### config.mk
export PLATFORM = sky130hd
export DESIGN_NAME = hazard_scoreboard_flat
export DESIGN_NICKNAME = d
export VERILOG_FILES = /design/src/rtl/hz_pkg.sv /design/src/rtl/hazard_scoreboard_if.sv /design/src/rtl/hz_entry.sv /design/src/rtl/hazard_scoreboard.sv /design/src/flat_wrapper.sv
export SDC_FILE = /design/constraint.sdc
export NUM_CORES = 1
export LEC_CHECK = 0
export CELL_PAD_IN_SITES_DETAIL_PLACEMENT = 0
export CELL_PAD_IN_SITES_GLOBAL_PLACEMENT = 1
export CORE_MARGIN = 2
export CORE_UTILIZATION = 40
export CTS_CLUSTER_DIAMETER = 100
export CTS_CLUSTER_SIZE = 30
export DETAILED_ROUTE_END_ITERATION = 8
export GPL_ROUTABILITY_DRIVEN = 0
export PLACE_DENSITY = 0.68
export SETUP_SLACK_MARGIN = 0.2
export SLEW_MARGIN = 20
export SYNTH_ARGS = -nofsm -noshare
export SYNTH_HDL_FRONTEND = slang
export SYNTH_SLANG_ARGS = --single-unit
### constraint.sdc
create_clock -name clk -period 10.6 [get_ports clk]
set_input_delay 1.06 -clock clk [delete_from_list [all_inputs] [get_ports clk]]
set_output_delay 1.06 -clock clk [all_outputs]
set_load 0.01 [all_outputs]
### src/rtl/hz_pkg.sv
// Shared defaults and forwarding-select encoding for the hazard scoreboard.
package hz_pkg;

  localparam int unsigned NREG_DEF    = 16;
  localparam int unsigned NWP_DEF     = 2;
  localparam int unsigned MAX_LAT_DEF = 4;

  // Forward select: 0 reads the register file, k bypasses from write port k-1.
  localparam int unsigned FWD_RF        = 0;
  localparam int unsigned FWD_PORT_BASE = 1;

  localparam int unsigned STALL_CNT_W = 16;

endpackage

### src/rtl/hazard_scoreboard_if.sv
// Decode/execute <-> scoreboard signal bundle.
interface hazard_scoreboard_if #(
  parameter int unsigned NREG    = hz_pkg::NREG_DEF,
  parameter int unsigned NWP     = hz_pkg::NWP_DEF,
  parameter int unsigned MAX_LAT = hz_pkg::MAX_LAT_DEF
) ();

  localparam int unsigned RW = $clog2(NREG);
  localparam int unsigned LW = $clog2(MAX_LAT + 1);
  localparam int unsigned FW = $clog2(NWP + 1);

  logic                  issue_valid;
  logic [1:0]            src_en;
  logic [RW-1:0]         src1;
  logic [RW-1:0]         src2;
  logic [NWP-1:0]        dst_we;
  logic [NWP*RW-1:0]     dst;
  logic [NWP*LW-1:0]     dst_lat;
  logic                  branch_taken_e;
  logic                  stall_f;
  logic                  stall_d;
  logic                  flush_d;
  logic                  flush_e;
  logic [FW-1:0]         fwd1;
  logic [FW-1:0]         fwd2;
  logic [hz_pkg::STALL_CNT_W-1:0] stall_count;

  modport master (
    output issue_valid, src_en, src1, src2, dst_we, dst, dst_lat, branch_taken_e,
    input  stall_f, stall_d, flush_d, flush_e, fwd1, fwd2, stall_count
  );

  modport slave (
    input  issue_valid, src_en, src1, src2, dst_we, dst, dst_lat, branch_taken_e,
    output stall_f, stall_d, flush_d, flush_e, fwd1, fwd2, stall_count
  );

endinterface

### src/rtl/hz_entry.sv
// One scoreboard slot: remaining-latency counter plus producing write port.
module hz_entry #(
  parameter int unsigned LW = 3,
  parameter int unsigned PW = 1
) (
  input  logic          clk,
  input  logic          reset,
  input  logic          load,
  input  logic [LW-1:0] load_cnt,
  input  logic [PW-1:0] load_port,
  input  logic          restore,
  input  logic [LW-1:0] restore_cnt,
  input  logic [PW-1:0] restore_port,
  output logic [LW-1:0] cnt,
  output logic [PW-1:0] port
);

  // Restore (branch undo) and load (issue) never coincide; either replaces the decrement.
  always_ff @(posedge clk or posedge reset) begin
    if (reset) begin
      cnt  <= '0;
      port <= '0;
    end else if (restore) begin
      cnt  <= restore_cnt;
      port <= restore_port;
    end else if (load) begin
      cnt  <= load_cnt;
      port <= load_port;
    end else if (cnt != '0) begin
      cnt  <= cnt - LW'(1);
    end
  end

endmodule

### src/rtl/hazard_scoreboard.sv
// Register scoreboard: RAW/WAW stall, bypass select, and one-deep branch undo.
module hazard_scoreboard
  import hz_pkg::*;
#(
  parameter int unsigned NREG    = NREG_DEF,
  parameter int unsigned NWP     = NWP_DEF,
  parameter int unsigned MAX_LAT = MAX_LAT_DEF
) (
  input  logic              clk,
  input  logic              reset,
  hazard_scoreboard_if.slave bus
);

  localparam int unsigned RW = $clog2(NREG);
  localparam int unsigned LW = $clog2(MAX_LAT + 1);
  localparam int unsigned PW = (NWP > 1) ? $clog2(NWP) : 1;
  localparam int unsigned FW = $clog2(NWP + 1);
  localparam int unsigned SW = STALL_CNT_W;
  localparam logic [LW-1:0] LAT_MAX = LW'(MAX_LAT);

  logic [LW-1:0] cnt       [NREG];
  logic [PW-1:0] port      [NREG];
  logic [NREG-1:0] ld;
  logic [NREG-1:0] rs;
  logic [LW-1:0] ld_cnt    [NREG];
  logic [PW-1:0] ld_port   [NREG];
  logic [LW-1:0] rs_cnt    [NREG];
  logic [PW-1:0] rs_port   [NREG];

  logic [RW-1:0] dst_idx   [NWP];
  logic [LW-1:0] lat_eff   [NWP];

  logic [NWP-1:0] undo_v;
  logic [RW-1:0]  undo_dst  [NWP];
  logic [LW-1:0]  undo_cnt  [NWP];
  logic [PW-1:0]  undo_port [NWP];

  logic          raw;
  logic          waw;
  logic          stall;
  logic          issued;
  logic [SW-1:0] stall_cnt_q;

  // Split packed destination fields; latency 0 or above MAX_LAT means MAX_LAT.
  always_comb begin
    for (int p = 0; p < NWP; p++) begin
      dst_idx[p] = bus.dst[p*RW +: RW];
      lat_eff[p] = bus.dst_lat[p*LW +: LW];
      if (lat_eff[p] == '0 || lat_eff[p] > LAT_MAX) lat_eff[p] = LAT_MAX;
    end
  end

  // RAW: a source still more than one cycle out; WAW: older write would land after ours.
  always_comb begin
    raw = (bus.src_en[0] && (cnt[bus.src1] > LW'(1))) ||
          (bus.src_en[1] && (cnt[bus.src2] > LW'(1)));
    waw = 1'b0;
    for (int p = 0; p < NWP; p++) begin
      if (bus.dst_we[p] && (cnt[dst_idx[p]] > lat_eff[p])) waw = 1'b1;
    end
  end

  assign stall  = bus.issue_valid & (raw | waw) & ~bus.branch_taken_e & ~reset;
  assign issued = bus.issue_valid & ~stall & ~bus.branch_taken_e & ~reset;

  // Pipeline control and bypass selects.
  always_comb begin
    bus.stall_f = stall;
    bus.stall_d = stall;
    bus.flush_d = bus.branch_taken_e;
    bus.flush_e = bus.branch_taken_e | stall;
    bus.fwd1    = FW'(FWD_RF);
    bus.fwd2    = FW'(FWD_RF);
    if (bus.src_en[0] && cnt[bus.src1] == LW'(1))
      bus.fwd1 = FW'(port[bus.src1]) + FW'(FWD_PORT_BASE);
    if (bus.src_en[1] && cnt[bus.src2] == LW'(1))
      bus.fwd2 = FW'(port[bus.src2]) + FW'(FWD_PORT_BASE);
  end

  // Per-slot load/restore decode; later ports overwrite earlier ones on duplicates.
  always_comb begin
    for (int r = 0; r < NREG; r++) begin
      ld[r]      = 1'b0;
      ld_cnt[r]  = '0;
      ld_port[r] = '0;
      rs[r]      = 1'b0;
      rs_cnt[r]  = '0;
      rs_port[r] = '0;
      for (int p = 0; p < NWP; p++) begin
        if (issued && bus.dst_we[p] && dst_idx[p] == RW'(r)) begin
          ld[r]      = 1'b1;
          ld_cnt[r]  = lat_eff[p];
          ld_port[r] = PW'(p);
        end
        if (bus.branch_taken_e && undo_v[p] && undo_dst[p] == RW'(r)) begin
          rs[r]      = 1'b1;
          rs_cnt[r]  = undo_cnt[p];
          rs_port[r] = undo_port[p];
        end
      end
    end
  end

  // Undo record: pre-issue state of each written slot, valid for exactly one cycle.
  always_ff @(posedge clk or posedge reset) begin
    if (reset) begin
      undo_v <= '0;
      for (int p = 0; p < NWP; p++) begin
        undo_dst[p]  <= '0;
        undo_cnt[p]  <= '0;
        undo_port[p] <= '0;
      end
    end else begin
      for (int p = 0; p < NWP; p++) begin
        undo_v[p]    <= issued & bus.dst_we[p];
        undo_dst[p]  <= dst_idx[p];
        undo_cnt[p]  <= cnt[dst_idx[p]];
        undo_port[p] <= port[dst_idx[p]];
      end
    end
  end

  // Saturating count of decode-stall cycles.
  always_ff @(posedge clk or posedge reset) begin
    if (reset)
      stall_cnt_q <= '0;
    else if (stall && stall_cnt_q != {SW{1'b1}})
      stall_cnt_q <= stall_cnt_q + SW'(1);
  end

  assign bus.stall_count = stall_cnt_q;

  for (genvar r = 0; r < NREG; r++) begin : g_entry
    hz_entry #(.LW(LW), .PW(PW)) u_entry (
      .clk          (clk),
      .reset        (reset),
      .load         (ld[r]),
      .load_cnt     (ld_cnt[r]),
      .load_port    (ld_port[r]),
      .restore      (rs[r]),
      .restore_cnt  (rs_cnt[r]),
      .restore_port (rs_port[r]),
      .cnt          (cnt[r]),
      .port         (port[r])
    );
  end

endmodule

### src/flat_wrapper.sv
// flat-port wrapper written by rule: the top's interface ports become plain ports
module hazard_scoreboard_flat import hz_pkg::*;
#(
  parameter int unsigned NREG    = NREG_DEF,
  parameter int unsigned NWP     = NWP_DEF,
  parameter int unsigned MAX_LAT = MAX_LAT_DEF
)
  (clk, reset, bus_issue_valid, bus_src_en, bus_src1, bus_src2, bus_dst_we, bus_dst, bus_dst_lat, bus_branch_taken_e, bus_stall_f, bus_stall_d, bus_flush_d, bus_flush_e, bus_fwd1, bus_fwd2, bus_stall_count);
  hazard_scoreboard_if #(.NREG(NREG), .NWP(NWP), .MAX_LAT(MAX_LAT)) bus_i ();
  input  logic clk;
  input  logic reset;
  input wire logic [$bits(bus_i.issue_valid)-1:0] bus_issue_valid;
  input wire logic [$bits(bus_i.src_en)-1:0] bus_src_en;
  input wire logic [$bits(bus_i.src1)-1:0] bus_src1;
  input wire logic [$bits(bus_i.src2)-1:0] bus_src2;
  input wire logic [$bits(bus_i.dst_we)-1:0] bus_dst_we;
  input wire logic [$bits(bus_i.dst)-1:0] bus_dst;
  input wire logic [$bits(bus_i.dst_lat)-1:0] bus_dst_lat;
  input wire logic [$bits(bus_i.branch_taken_e)-1:0] bus_branch_taken_e;
  output wire logic [$bits(bus_i.stall_f)-1:0] bus_stall_f;
  output wire logic [$bits(bus_i.stall_d)-1:0] bus_stall_d;
  output wire logic [$bits(bus_i.flush_d)-1:0] bus_flush_d;
  output wire logic [$bits(bus_i.flush_e)-1:0] bus_flush_e;
  output wire logic [$bits(bus_i.fwd1)-1:0] bus_fwd1;
  output wire logic [$bits(bus_i.fwd2)-1:0] bus_fwd2;
  output wire logic [$bits(bus_i.stall_count)-1:0] bus_stall_count;
  assign bus_i.issue_valid = bus_issue_valid;
  assign bus_i.src_en = bus_src_en;
  assign bus_i.src1 = bus_src1;
  assign bus_i.src2 = bus_src2;
  assign bus_i.dst_we = bus_dst_we;
  assign bus_i.dst = bus_dst;
  assign bus_i.dst_lat = bus_dst_lat;
  assign bus_i.branch_taken_e = bus_branch_taken_e;
  assign bus_stall_f = bus_i.stall_f;
  assign bus_stall_d = bus_i.stall_d;
  assign bus_flush_d = bus_i.flush_d;
  assign bus_flush_e = bus_i.flush_e;
  assign bus_fwd1 = bus_i.fwd1;
  assign bus_fwd2 = bus_i.fwd2;
  assign bus_stall_count = bus_i.stall_count;
  hazard_scoreboard #(.NREG(NREG), .NWP(NWP), .MAX_LAT(MAX_LAT)) u_core (.clk(clk), .reset(reset), .bus(bus_i));
endmodule
# Word-level counts from Yosys, hierarchy flattened
# Cells that the tools add are included.
# op_classes
n_addsub	19
magnitude_cmp	10
n_eq_ne	63
mux	286
n_bitwise	17
n_reduce_logical	132
# op_table
operator	n
$mux W3	122
$mux W1	154
$eq A4 B4 Y1 const B	32
$reduce_bool A3 Y1	32
$logic_and A1 B1 Y1	75
$eq A4 B3 Y1 const B	16
$bmux W3 S4	4
$sub A3 B1 Y3 const B	16
$eq A4 B2 Y1 const B	8
$reduce_bool A2 Y1	16
$ge A5 B5 Y1 const B	4
$not A4 Y5	4
$add A16 B1 Y16 const B	1
$bmux W1 S4	4
$eq A4 B1 Y1 const B	4
$logic_not A4 Y1	4
$ne A16 B16 Y1 const B	1
$and A1 B1 Y1	8
$eq A3 B1 Y1 const B	2
$gt A3 B1 Y1 const B	2
$gt A3 B3 Y1	2
$gt A3 B3 Y1 const B	2
$logic_not A3 Y1	2
$add A1 B1 Y2 const B	2
4 further kinds	10
# totals
reg_bits	98
input_bits	30
output_inout_bits	24
wordCells	567

# Logic depth before layout (Yosys ltp)
# Gate-level depths: netlist (run 1).
# logic_depth
ltp_word	22
mapped_depth	16
ltp_nobuf	13

# Cells and area by module
# From an unflattened synthesis (run 1), not the netlist that was laid out.
# hier_totals
hier_cells	1137
area_unflattened_um2	10257.3
# modules_own_cells
module	instances	cells_per_inst	area_each_um2	seq_area_each_um2
hazard_scoreboard	1	673	5813.1	850.8
hz_entry	16	29	277.8	100.1

# Least setup slack after synthesis (run 1)
# No wires, ideal clock.
# synth_path
kind	input port to output port
from	in bus_dst[0]
to	out bus_flush_e
t_arrival_ns	4.986
required_ns	9.540
slack_ns	4.554
path_stages	14
path_buffers	4
path_cell_list	buf_1 clkbuf_1 mux4_2 mux4_2 ha_1 nor2b_1 o21ai_0 nand2b_1 a31o_2 nor3_4 buf_2 buf_2 nor2_1 or2_2
# synth_between
elab_chain_len	13
# synth_lines
element	line_no	text
from (decl)	flat_wrapper.sv:17	input wire logic [$bits(bus_i.dst)-1:0] bus_dst;
$not A4 Y5 (implied by the code)	hazard_scoreboard.sv:59	if (bus.dst_we[p] && (cnt[dst_idx[p]] > lat_eff[p])) waw = 1'b1;
$bmux W3 S4	hazard_scoreboard.sv:59	
$mux W3 (implied by the code) (2 in series)	hazard_scoreboard.sv:59	
$gt A3 B3 Y1	hazard_scoreboard.sv:59	
$logic_and A1 B1 Y1	hazard_scoreboard.sv:59	
$mux W1 (2 in series)	hazard_scoreboard.sv:59	
$or A1 B1 Y1	hazard_scoreboard.sv:63	assign stall = bus.issue_valid & (raw | waw) & ~bus.branch_taken_e & ~reset;
$and A1 B1 Y1 (3 in series)	hazard_scoreboard.sv:63	
named net bus_stall_d	flat_wrapper.sv:21	output wire logic [$bits(bus_i.stall_d)-1:0] bus_stall_d;
$or A1 B1 Y1	hazard_scoreboard.sv:71	bus.flush_e = bus.branch_taken_e | stall;
to (decl)	flat_wrapper.sv:23	output wire logic [$bits(bus_i.flush_e)-1:0] bus_flush_e;
# The timed path passes the listed nets, and every way through them passes these cells. The select of a mux whose other input is x is not followed.

# Worst setup path after layout (run 1)
# layout_path
from	in bus_dst_lat[1]
to	out bus_flush_e
# layout_between
elab_chain_len	12
elab_cells_between_ends	13
classes_between	2 x order compare; 3 x mux; 5 x bitwise; 3 x reduce/logical
# layout_lines
element	line_no	text
from (decl)	flat_wrapper.sv:18	input wire logic [$bits(bus_i.dst_lat)-1:0] bus_dst_lat;
$gt A3 B3 Y1 / $logic_not A3 Y1 (equally long branches)	hazard_scoreboard.sv:49	if (lat_eff[p] == '0 || lat_eff[p] > LAT_MAX) lat_eff[p] = LAT_MAX;
$logic_or A1 B1 Y1	hazard_scoreboard.sv:49	
$mux W3 *	hazard_scoreboard.sv:49	
$gt A3 B3 Y1 *	hazard_scoreboard.sv:59	
$logic_and A1 B1 Y1 *	hazard_scoreboard.sv:59	
$mux W1 * (2 in series)	hazard_scoreboard.sv:59	
$or A1 B1 Y1 *	hazard_scoreboard.sv:63	
$and A1 B1 Y1 * (3 in series)	hazard_scoreboard.sv:63	
$or A1 B1 Y1 *	hazard_scoreboard.sv:71	
# Every way passes the cells marked *; elsewhere a longest branch is shown, timed or not.

==> impl_metrics.py, run 1 <==
metrics = {
    "clock_tree": {
        "post_cts_resized": 0,
        "htree_num_levels": 3,
        "holdBufCountCts": 0,
        "clockBufferDepth": 2,
        "clk-insertion-delay-late_ps": 370,
        "path_clk_slew_ps": 80,
        "clkSinkCount": 98,
        "cts_tree": "yes",
        "postCtsSetupBuffers": 0,
        "numCtsBuffers": 9,
        "clockRootBuffer": "clkbuf_16",
    },
    "critical_path": {
        "rr_worst_depth": 11,
        "r2r_slack_ps": 5940,
        "end_kind": "output pin",
        "r2r-end": "u_core.g_entry[14].u_entry.cnt[1]",
        "cpMaxStageDelayCell": "nor2b_1",
        "critPathLaunchType": "input port",
        "arrival_ps": 6190,
        "path_class": "in -> out",
        "crit_fanout": 10,
        "crit_buf_inv": 3,
        "r2r_start": "u_core.g_entry[3].u_entry.cnt[1]",
        "slowest_delay_ps": 890,
        "crit_chain": "clkdlybuf4s50_1 -> or2_2 -> ha_1 -> nor2b_1 -> clkinv_1 -> ha_1 -> nor2b_1 -> o21ai_0 -> nand2b_1 -> a31o_2 -> nor3_4 -> nor2_1 -> or2_2 -> clkdlybuf4s50_1",
        "crit_required_ps": 9540,
        "crit_family": "simple AND/OR/NAND/NOR gates",
    },
    "global_routing": {
        "antenna_found_initial": 0,
        "grt_max_degree": 56,
        "grt_pass1_wl_um": 61890,
        "globalRouteOverflowTotal": 0,
        "track_usage_pct": 32.38,
        "first_global_vias": 9601,
    },
    "synth": {
        "synth_cell_types": 86,
        "syn_area_per_cell_um2": 8.658,
        "syn_nets": 1188,
        "synth_top_family_by_area": "simple AND/OR/NAND/NOR gates",
        "yosysTopAreaCell": "dfrtp_1",
        "ys_seq_elements": 98,
        "syn_inst": 1117,
        "synthAdderAreaFrac_pct": 5.305,
        "syn_area_um2": 9671,
        "yosys.area_share.simple_pct": 25.15,
        "yosys_warnings": 0,
        "synth-edff-count": 0,
        "synth_seq_area_share_pct": 25.36,
        "async_reset_ff_share_pct": 100.0,
        "synth_compound_area_share_pct": 20.84,
        "synthMuxAreaShare_pct": 15.93,
        "synthFlopType": "dfrtp_1",
        "synth_xor_area_share_pct": 2.083,
        "synth.most_common_cell": "nand2_1",
        "synth.top_cell.area_share_pct": 25.36,
        "synth_commonest_cells": "nand2_1, nor2_1, dfrtp_1, mux4_2, inv_1",
        "synth_area_leaders": "dfrtp_1, mux4_2, ha_1, nand2_1, nor2_1",
    },
    "sta": {
        "setup_tns_ps": 0,
        "fin_crit_ps": 7251,
        "rsz0062_at_grt": "no",
        "finClkSkew_ps": 10.78,
        "setup_viol": 0,
        "fmax_mhz": 137.9,
        "slew_headroom_pct": 21.63,
        "hold_viol_final": 0,
        "timing.final.crit_share_pct": 68.41,
        "slew_violations": 0,
        "tightestPinTransition_ps": 1173,
    },
    "drt": {
        "vias_per_cell": 6.844,
        "wl_per_cell_um": 28.33,
        "ant_nets": 0,
        "first_pass_iters": 5,
        "drc_errors": 0,
        "drtIter0Drc": 1276,
        "drt-total-wl_um": 41370,
        "vias": 9992,
    },
    "place": {
        "dp_hpwl_um": 30600,
        "dp.cells": 1443,
        "port_buffers": 53,
    },
    "finish": {
        "syn2layout_area_growth_pct": 11.14,
        "stdcell_count": 1460,
        "finalNetCount": 1206,
        "drive_above_1_share_pct": 11.40,
    },
    "floorplanning": {
        "core_area_um2": 23610,
        "die_h_um": 159.5,
        "start_util_pct": 40.95,
        "io_pins": 54,
        "dieArea_um2": 25440,
        "die_w_um": 159.5,
        "rows": 56,
    },
    "worst_hold_path": {
        "holdPathEnd": "u_core.bus.stall_count[9]",
        "hp-class": "reg -> reg",
        "whs_path_depth": 1,
        "hold_start": "u_core.bus.stall_count[9]",
    },
    "power": {
        "pwr_density_cell_nw_per_um2": 227.0,
        "fin_total_pwr_uw": 2440,
        "p_leak_uw": 0.004182,
        "ir_worst_vdd_mv": 0.09774,
    },
    "run_status": {
        "status": "finished, final reports clean",
    },
    "job": {
        "max_cap_viol_count": 0,
    },
}
==> state kept, by name, summed over array words and instances, names as in the netlist <==
signal                       count
u_core.g_entry.u_entry.cnt      48
u_core.bus.stall_count          16
u_core.g_entry.u_entry.port     16
u_core.undo_dst                  8
u_core.undo_cnt                  6
u_core.undo_port                 2
u_core.undo_v                    2
==> cell type report <==
type | instances | area [um2]
Clock buffer | 9 | 225.2
Antenna cell | 1 | 2.502
Multi-Input combinational cell | 895 | 6703
Clock inverter | 7 | 72.57
Inverter | 60 | 227.7
Fill cell | 2349 | 12860
Sequential cell | 98 | 2452
Tap cell | 319 | 399.1
Timing Repair Buffer | 71 | 665.6
==> worst max-delay path by stage <==
stage                   start  slack (ps)  depth (start not counted)     endpoint
6_report       bus_dst_lat[1]        3350                         14  bus_flush_e
5_1_grt        bus_dst_lat[1]        3250                         14  bus_flush_e
3_3_place_gp   bus_dst_lat[1]        3640                         14  bus_flush_e
4_1_cts        bus_dst_lat[1]        3520                         14  bus_flush_e
2_1_floorplan      bus_dst[0]        4550                         14  bus_flush_e
3_5_place_dp   bus_dst_lat[1]        3520                         14  bus_flush_e
==> per-layer routing <==
| layer | wire (um) | vias up | track usage (%) |
|---|---|---|---|
| li1 | - | 4291 | - |
| met3 | 4802 | 154 | 8.153 |
| met2 | 18300 | 669 | 50.92 |
| met5 | 0 | - | 0 |
| met4 | 2390 | 0 | 16.28 |
| met1 | 15870 | 4878 | 41.41 |
==> kinds of logic (layout without fill, tap and decap cells) <==
kind of cell / after synthesis / in the layout
AOI/OAI and AO/OA: 281 / 281
and+or+nand+nor: 472 / 472
xor gates and xnor gates: 23 / 23
adders and majority gates: 41 / 41
muxes: 78 / 78
other: 0 / 1
buffers and inverters: 124 / 147
DFF: 98 / 98
==> cells in the final DEF (no fill, tap or decap), types with 7 or more instances in the layout <==
master | synthesis | routed
a221oi_1 | 9 | 9
a31oi_1 | 22 | 22
nor4b_1 | 12 | 12
nand2b_1 | 29 | 29
ha_1 | 41 | 41
nor4_1 | 23 | 23
a21o_1 | 7 | 7
nor3b_1 | 8 | 8
xor2_1 | 16 | 16
nand3_1 | 41 | 41
dfrtp_1 | 98 | 98
and3_1 | 8 | 8
nand4_1 | 12 | 12
clkbuf_16 | 0 | 9
a211oi_1 | 10 | 10
o22ai_1 | 11 | 11
o31ai_1 | 10 | 10
nor3_1 | 50 | 50
a22o_1 | 12 | 12
nor2_1 | 102 | 102
mux4_2 | 60 | 60
a2bb2oi_1 | 11 | 11
inv_1 | 59 | 58
or2_2 | 11 | 11
nor2b_1 | 23 | 23
a22oi_1 | 23 | 23
a21oi_1 | 52 | 52
and2_1 | 7 | 7
or3_1 | 9 | 9
o22a_1 | 7 | 7
buf_4 | 8 | 18
nand2_1 | 115 | 115
mux2i_1 | 11 | 11
o21ai_0 | 40 | 40
xnor2_1 | 7 | 7
clkdlybuf4s50_1 | 0 | 53
==> where the power goes <==
group | switching [uW] | internal, uW
combinational | 612 | 577
sequential | 388 | 512
clock | 184 | 167
==> worst register-to-register path, cell delays in order, from the launching register on <==
cell and delay (ps):
dfrtp_1 520, mux4_2 530, mux4_2 540, ha_1 330, nor2b_1 130, o21ai_0 150
nand2b_1 100, a31oi_1 510, nand3_4 620, o311ai_2 660, a221oi_1 100, o32a_1 370
==> metrics by stage <==
stage / instance area (um2) / util [%] / hold WS [ps] / worst slack, ps
after global placement: 10450 / 44.25 / 487.5 / 3639
after CTS: 10750 / 45.51 / 495.6 / 3516
final: 10750 / 45.52 / 488.9 / 3349
after global routing: 10750 / 45.51 / 515.0 / 3254
after floorplan: 9671 / - / 498.5 / 4554
after detailed placement: 10450 / 44.25 / 484.5 / 3516
Note: power is estimated with default switching activity, not from simulation.
==> run 2, diff against run 1 <==
PLACE_DENSITY = 0.71   (was 0.68)
clock period = 5.9 ns   (was 10.6 ns; I/O delays follow)
==> run 2 against run 1 <==
Net effect: sequential power up 89%; core utilization up 0.46 points; final cell count up 0.75%; register-to-register slack worse by 4400 ps; sequential share of layout area down 0.23 points; routed wire length up 2.7%; global-route usage up 0.74 points; hold slack better by 17 ps; non-clock buffer count up 12; critical endpoint unchanged.
==> impl_metrics.py, run 2 (synthesis gave the netlist of run 1 again) <==
metrics = {
    "clock_tree": {
        "clk-insertion-delay-late_ps": 380,
        "clkSinkCount": 98,
        "clockBufferDepth": 2,
        "numCtsBuffers": 9,
        "clockRootBuffer": "clkbuf_16",
        "path_clk_slew_ps": 90,
        "holdBufCountCts": 0,
        "htree_num_levels": 3,
        "post_cts_resized": 0,
        "postCtsSetupBuffers": 0,
        "cts_tree": "yes",
    },
    "place": {
        "dp_hpwl_um": 30640,
        "port_buffers": 53,
        "pre_cts_slack_ps": 515.7,
    },
    "finish": {
        "layout_commonest_cell": "nand2_1",
        "mostFrequentLayoutCells": "nand2_1, nor2_1, dfrtp_1",
        "finalNetCount": 1218,
        "diodes": 0,
        "largest_reg_flops": 48,
        "drive_above_1_share_pct": 12.33,
        "syn2layout_area_growth_pct": 12.27,
        "regMostFlops": "u_core.g_entry.u_entry.cnt",
        "final_core_util_pct": 45.98,
    },
    "run_status": {
        "status": "finished, final reports clean",
    },
    "power": {
        "ir_worst_vdd_mv": 0.1670,
        "pwr_density_cell_nw_per_um2": 413.9,
        "swShare_pct": 48.63,
        "fin_total_pwr_uw": 4494,
        "pwr-share-comb_pct": 46.9,
        "p_leak_uw": 0.004251,
        "p_clk_share_pct": 15.2,
        "internal_power_uw": 2308,
        "p_seq_share_pct": 37.9,
        "switchingPower_uw": 2186,
    },
    "global_routing": {
        "antenna_found_initial": 1,
        "first_global_vias": 9653,
        "grt_pass1_wl_um": 63010,
        "globalRouteOverflowTotal": 0,
        "track_usage_pct": 33.13,
        "grt_max_degree": 62,
    },
    "critical_path": {
        "r2r_slack_ps": 1530,
        "path_class": "in -> out",
        "critPathLaunchType": "input port",
        "arrival_ps": 4810,
        "rr_worst_depth": 13,
        "crit_fanout": 11,
        "crit_required_ps": 5310,
        "end_kind": "output pin",
        "r2r-end": "u_core.g_entry[10].u_entry.cnt[2]",
        "r2r_start": "u_core.g_entry[3].u_entry.cnt[1]",
    },
    "floorplanning": {
        "io_pins": 54,
        "die_w_um": 159.5,
        "core_area_um2": 23610,
        "die_h_um": 159.5,
        "start_util_pct": 40.95,
        "dieArea_um2": 25440,
        "rows": 56,
    },
    "drt": {
        "drt-total-wl_um": 42490,
        "first_pass_iters": 6,
        "ant_nets": 0,
        "drtIter0Drc": 1513,
        "wl_per_cell_um": 28.88,
        "vias": 10180,
        "drc_errors": 0,
        "vias_per_cell": 6.917,
    },
    "worst_hold_path": {
        "whs_path_depth": 1,
        "holdPathEnd": "u_core.bus.stall_count[13]",
        "hold_start": "u_core.bus.stall_count[13]",
        "hp-class": "reg -> reg",
    },
    "sta": {
        "slew_headroom_pct": 24.14,
        "finClkSkew_ps": 12.62,
        "hold_viol_final": 0,
        "fmax_mhz": 185.1,
        "setup_viol": 0,
        "rsz0062_at_grt": "no",
        "fin_crit_ps": 5401,
        "timing.final.crit_share_pct": 91.54,
        "slew_violations": 0,
        "setup_tns_ps": 0,
        "fin_ws_ps": 498.9,
        "fin_hold_ws_ps": 506.1,
        "tightestPinTransition_ps": 1134,
    },
    "job": {
        "max_cap_viol_count": 0,
    },
}
run 2: worst max path at each step:
| stage | start | endpoint | slack (ps) | cells past startpoint |
|---|---|---|---|---|
| after floorplan | bus_dst[0] | bus_flush_e | 790 | 14 |
| after global placement | bus_dst[4] | u_core.g_entry[10].u_entry.cnt[2] | 550 | 15 |
| after detailed placement | bus_dst[4] | bus_flush_e | 520 | 13 |
| after CTS | bus_dst[4] | bus_flush_e | 520 | 13 |
| after global routing | bus_dst[4] | bus_flush_e | 390 | 13 |
| final | bus_dst[4] | bus_flush_e | 500 | 13 |
run 2: metrics by stage:
stage	cell area (um2)	instances
2_1_floorplan	9671	1117
3_3_place_gp	10540	1455
3_5_place_dp	10540	1455
4_1_cts	10860	1471
5_1_grt	10860	1471
6_report	10860	1471
run 2: layout make-up:
type	count	area, um2
Multi-Input combinational cell	895	6703
Clock buffer	9	225.2
Sequential cell	98	2452
Fill cell	2338	12760
Clock inverter	7	93.84
Timing Repair Buffer	83	755.7
Tap cell	319	399.1
Inverter	60	227.7
run 2: per-layer routing:
metal	up-vias	GRT usage [%]	wire length (um)
met1	4871	43.26	16120
met5	-	0	13
li1	4314	-	-
met3	239	10.16	5571
met2	749	47.97	17660
met4	2	20.12	3123
run 2: power groups by stage:
stage	combinational (uW)	sequential, uW	clock [uW]
after floorplan	1670	1180	0
after global placement	2050	1650	0
after detailed placement	2070	1640	0
after CTS	2080	1630	683
after global routing	2300	1690	708
final	2110	1700	681
run 2: worst max-delay path, cell delays in order:
cell,delay [ps]
clkdlybuf4s50_1,900
buf_4,310
mux4_2,510
mux4_2,490
ha_1,310
nand3_1,70
nand2_1,60
a21oi_1,70
a31o_2,340
nor3_4,270
nor2_1,90
or2_2,290
clkdlybuf4s50_1,480
==> run 3, diff against run 2 <==
CTS_CLUSTER_DIAMETER = 40   (was 100)
SLEW_MARGIN = 15   (was 20)
==> results of run 3 <==
Same layout as run 2: the final DEF is identical, and so are final timing and power.
